<file path="src/rtl/operand_seq_pkg.sv">
// Shared types and defaults for the operand sequencer and its dwell timer.
package operand_seq_pkg;

    localparam int DEFAULT_WIDTH     = 4;
    localparam int DEFAULT_DWELL     = 50;
    localparam int DWELL_TIMER_WIDTH = 16;

    typedef enum logic [1:0] {
        IDLE  = 2'd0,
        DRIVE = 2'd1,
        HOLD  = 2'd2,
        DONE  = 2'd3
    } seq_state_t;

endpackage

</file>
<file path="src/rtl/dwell_timer.sv">
// Load/expire down-counter. After a load of N (N >= 1), expired is high
// during the Nth cycle following the load edge, so a client that leaves on
// expired spends exactly N cycles waiting.
module dwell_timer
    import operand_seq_pkg::*;
#(
    parameter int TW = DWELL_TIMER_WIDTH
) (
    input  logic          clk,
    input  logic          rst,
    input  logic          load,
    input  logic [TW-1:0] load_value,
    output logic          expired
);

    logic [TW-1:0] remain_reg;

    // Reload on request, otherwise count down and park at zero.
    always_ff @(posedge clk) begin
        if (rst) begin
            remain_reg <= '0;
        end else if (load) begin
            remain_reg <= load_value;
        end else if (remain_reg != '0) begin
            remain_reg <= remain_reg - TW'(1);
        end
    end

    // Zero also reads as expired so an idle timer can never stall a client.
    assign expired = (remain_reg <= TW'(1));

endmodule

</file>
<file path="src/rtl/operand_sequencer.sv">
// Sweeps every (x, y) operand pair in index order towards an AND stage with a
// valid/ready handshake, holding DWELL idle cycles after each accepted pair.
module operand_sequencer
    import operand_seq_pkg::*;
#(
    parameter int WIDTH = DEFAULT_WIDTH,
    parameter int DWELL = DEFAULT_DWELL
) (
    input  logic             clk,
    input  logic             rst,
    input  logic             start,
    input  logic             ready,
    output logic [WIDTH-1:0] x,
    output logic [WIDTH-1:0] y,
    output logic             valid,
    output logic             busy,
    output logic             done,
    output logic [2*WIDTH:0] count
);

    localparam int NW = 2 * WIDTH;
    localparam int CW = 2 * WIDTH + 1;
    localparam logic [NW-1:0] LAST_INDEX = '1;
    localparam logic [DWELL_TIMER_WIDTH-1:0] DWELL_LOAD = DWELL_TIMER_WIDTH'(DWELL);

    seq_state_t       state_reg, state_next;
    logic [NW-1:0]    n_reg, n_next;
    logic [CW-1:0]    count_reg, count_next;
    logic [WIDTH-1:0] x_reg, y_reg;
    logic             valid_reg, busy_reg, done_reg;
    logic             timer_load;
    logic             timer_expired;
    logic             transfer;
    logic             last_pair;

    // valid_reg is high exactly while in DRIVE, so the handshake never looks
    // at ready combinationally on the output side.
    assign transfer  = valid_reg && ready;
    assign last_pair = (n_reg == LAST_INDEX);

    dwell_timer #(
        .TW(DWELL_TIMER_WIDTH)
    ) u_dwell_timer (
        .clk       (clk),
        .rst       (rst),
        .load      (timer_load),
        .load_value(DWELL_LOAD),
        .expired   (timer_expired)
    );

    // Next-state, pair index and accepted-pair count.
    always_comb begin
        state_next = state_reg;
        n_next     = n_reg;
        count_next = count_reg;
        timer_load = 1'b0;
        unique case (state_reg)
            IDLE: begin
                if (start) begin
                    n_next     = '0;
                    count_next = '0;
                    state_next = DRIVE;
                end
            end
            DRIVE: begin
                if (transfer) begin
                    count_next = count_reg + CW'(1);
                    if (DWELL > 0) begin
                        timer_load = 1'b1;
                        state_next = HOLD;
                    end else if (last_pair) begin
                        state_next = DONE;
                    end else begin
                        n_next = n_reg + NW'(1);
                    end
                end
            end
            HOLD: begin
                if (timer_expired) begin
                    if (last_pair) begin
                        state_next = DONE;
                    end else begin
                        n_next     = n_reg + NW'(1);
                        state_next = DRIVE;
                    end
                end
            end
            DONE: begin
                state_next = IDLE;
            end
        endcase
    end

    // State and registered outputs, all derived from the next-cycle values.
    always_ff @(posedge clk) begin
        if (rst) begin
            state_reg <= IDLE;
            n_reg     <= '0;
            count_reg <= '0;
            x_reg     <= '0;
            y_reg     <= '0;
            valid_reg <= 1'b0;
            busy_reg  <= 1'b0;
            done_reg  <= 1'b0;
        end else begin
            state_reg <= state_next;
            n_reg     <= n_next;
            count_reg <= count_next;
            x_reg     <= n_next[WIDTH-1:0];
            y_reg     <= n_next[NW-1:WIDTH];
            valid_reg <= (state_next == DRIVE);
            busy_reg  <= (state_next != IDLE);
            done_reg  <= (state_next == DONE);
        end
    end

    assign x     = x_reg;
    assign y     = y_reg;
    assign valid = valid_reg;
    assign busy  = busy_reg;
    assign done  = done_reg;
    assign count = count_reg;

endmodule

</file>
<file path="config.mk">
export PLATFORM = sky130hd
export DESIGN_NAME = operand_sequencer
export DESIGN_NICKNAME = d
export VERILOG_FILES = /design/src/rtl/operand_seq_pkg.sv /design/src/rtl/dwell_timer.sv /design/src/rtl/operand_sequencer.sv
export SDC_FILE = /design/constraint.sdc
export NUM_CORES = 1
export LEC_CHECK = 0
export ABC_AREA = 1
export BUFFER_PORTS_ARGS = -buffer_cell sky130_fd_sc_hd__buf_2
export CAP_MARGIN = 20
export CORE_ASPECT_RATIO = 0.7
export CORE_UTILIZATION = 57
export CTS_CLUSTER_DIAMETER = 100
export DETAILED_ROUTE_END_ITERATION = 6
export PLACE_DENSITY_LB_ADDON = 0.08
export SYNTH_ARGS = -nofsm -noshare
export SYNTH_HDL_FRONTEND = slang
export SYNTH_SLANG_ARGS = --single-unit
export TNS_END_PERCENT = 1
</file>
<file path="constraint.sdc">
create_clock -name clk -period 1.8 [get_ports clk]
set_input_delay 0.18 -clock clk [delete_from_list [all_inputs] [get_ports clk]]
set_output_delay 0.18 -clock clk [all_outputs]
set_load 0.005 [all_outputs]
</file>
==> impl_metrics.toml <==
[outcome]
outcome = "finished, final reports clean"

[routing]
vias = 1934
drt-pass1-iter-count = 5
drt-wirelength-per-cell_um = 12.4
ant_nets = 0
drc = 0
wl_um = 4680
vias_per_cell = 5.12
drt_iter0_drc = 226

[yosys]
async_flop_share = 0
yosysWarnings = 0
yosysUniqueCellTypes = 31
synth_seq_cells = 38
synth_nets = 309
synth_edf_count = 0
ys.flop_type = "dfxtp_1"
synthCells = 300
syn_area_per_cell_um2 = 6.88
synth.cell_area_um2 = 2060
yosysSeqAreaShare = 0.368

[layout]
finalNetCount = 341
seqCellArea_um2 = 762
multi_input_area_um2 = 1170
final_cells = 378
diodes = 0
num-fill-cells = 282
syn_to_final_growth_pct = 13.8
drive_gt1_frac = 0.166

[critical_path]
path_common_cell = "nand2_1"
crit_slowest_cell = "dfxtp_1"
critPathArrivalTime_ns = 1.90
cp-end-kind = "register"
cpPeakStageDelay_ns = 0.35
crit_type = "register to register"
startpoint = "u_dwell_timer.remain_reg[0]"
startpoint_type = "register"
r2r-start = "u_dwell_timer.remain_reg[0]"
critical_path_required_ns = 2.02
path_cells = "inv_1 -> ha_2 -> or2_2 -> nand2_1 -> nor2_2 -> nand3_1 -> nand2_1 -> nand2_1 -> nand2_1 -> a21oi_2"
crit_fanout = 4

[floorplan]
fp.dieW_um = 73.9
rows = 17
ios = 24
fp.dieArea_um2 = 3870
initial_core_util = 0.626
core_area_um2 = 3300
die_y_um = 52.4

[sta]
fin_crit_sh = 0.935
setup_viol = 0
relSlewSlack = 0.680
hold_viol_final = 0
fin_skew_ns = 0.00628
tns_ns = 0
period_needed_ns = 1.68
worst_pin_slew_ns = 0.479
max_freq_mhz = 594
drv_slew = 0
rsz0062_at_grt = "no"
whs_ns = 0.255

[clock_tree]
cts_resized = 0
clock_path_buffers = 2
numCtsBuffers = 5
clk_latency_ns = 0.28
holdBufCountCts = 0
root_buffer = "clkbuf_8"
htree_levels = 2
post-cts-setup-buffer-count = 0
cts_tree = "yes"
clock-sinks = 38
clk_pin_slew_ns = 0.07

[place]
gp_congestion = 0.871
hpwlAfterDp_um = 3420
dp_cells = 372
portBuffers = 23

[grt]
grtUsageTotal = 0.280
antenna_found_initial = 0
first_global_vias = 1669
grt_pass1_wl_um = 7940
grt_max_degree = 14
overflow = 0

[pwr]
ir_drop_v = 0.00100
p_per_area_nw_per_um2 = 1420
leakagePower_nw = 1.13
total_power_mw = 3.35

[job]
maxCapViolCount = 0

[min_path]
worstHoldStart = "rst"
hp-class = "primary input to register"
through the flow:
stage	instance area, um^2	setup WS, ns	utilization
finish	2350	0.117	0.713
global placement	2260	0.230	0.685
floorplan	2060	0.284	-
CTS	2340	0.0838	0.710
global route	2350	0.00932	0.713
detailed placement	2260	0.0980	0.685
logic make-up after synthesis:
family	synth area share
compound gates	0.0945
xor+xnor	0.0594
flops	0.368
fa+ha+maj	0.0303
buf+inv	0.0691
simple gates	0.378
path summary, 6_finish.rpt:
kind | slack [ns] | endpoint | cells after the start
max | 0.12 | done | 10
min | 0.26 | register | 4
max reg2reg | 0.12 | done | 10
min reg2reg | 0.49 | u_dwell_timer.remain_reg[0] | 2
critical path: cells and delay by family (launching register included):
family                     cells  cell delay (ns)
and+or+nand+nor                7             0.83
adders and majority gates      1             0.22
DFF                            1             0.35
AOI/OAI and AO/OA              1             0.12
buffers and inverters          1             0.10
area by class of cell:
type                            count  share of cell area
Timing Repair Buffer               28              0.0650
Clock buffer                        6              0.0351
Tap cell                           47              0.0250
Inverter                           33              0.0527
Sequential cell                    38               0.324
Multi-Input combinational cell    226               0.498
cells in the final DEF (no fill, tap or decap), types with 2 or more instances in the layout:
| cell type | n |
|---|---|
| a211oi_1 | 2 |
| a21oi_1 | 19 |
| buf_2 | 23 |
| buf_4 | 5 |
| clkbuf_8 | 6 |
| dfxtp_1 | 37 |
| ha_1 | 4 |
| inv_1 | 31 |
| inv_2 | 2 |
| nand2_1 | 78 |
| nand2_4 | 2 |
| nand3_1 | 22 |
| nand3_2 | 2 |
| nand3b_1 | 3 |
| nand4_1 | 3 |
| nor2_1 | 37 |
| nor2_2 | 6 |
| nor2_4 | 3 |
| nor3_1 | 12 |
| o21a_1 | 2 |
| o21ai_0 | 4 |
| o21ai_1 | 3 |
| xnor2_1 | 4 |
| xor2_1 | 10 |
cells in the mapped netlist, drive strengths merged, types with 3 or more instances:
cell,count,area (um^2)
nand4,3,18.8
nand2,81,322
xnor2,4,35.0
nor2,46,208
nand3b,3,22.5
nand3,24,130
ha,5,62.6
xor2,10,87.6
o21ai,8,43.8
inv,33,124
nor3,12,60.1
a21oi,20,100
dfxtp,38,761
layer usage:
layer / wire (um) / vias to the layer above / track usage
met3: 334 / 2 / 0.0731
met2: 1770 / 63 / 0.367
met5: 0 / - / 0
li1: - / 1020 / -
met1: 2560 / 849 / 0.439
met4: 19 / 0 / 0.0705
power by group:
group | switching, mW | internal (mW) | leakage (nW) | total, mW
clock | 0.284 | 0.296 | 0.0431 | 0.580
sequential | 0.146 | 0.990 | 0.310 | 1.14
combinational | 1.04 | 0.592 | 0.781 | 1.63
(Power assumes the default switching activity.)
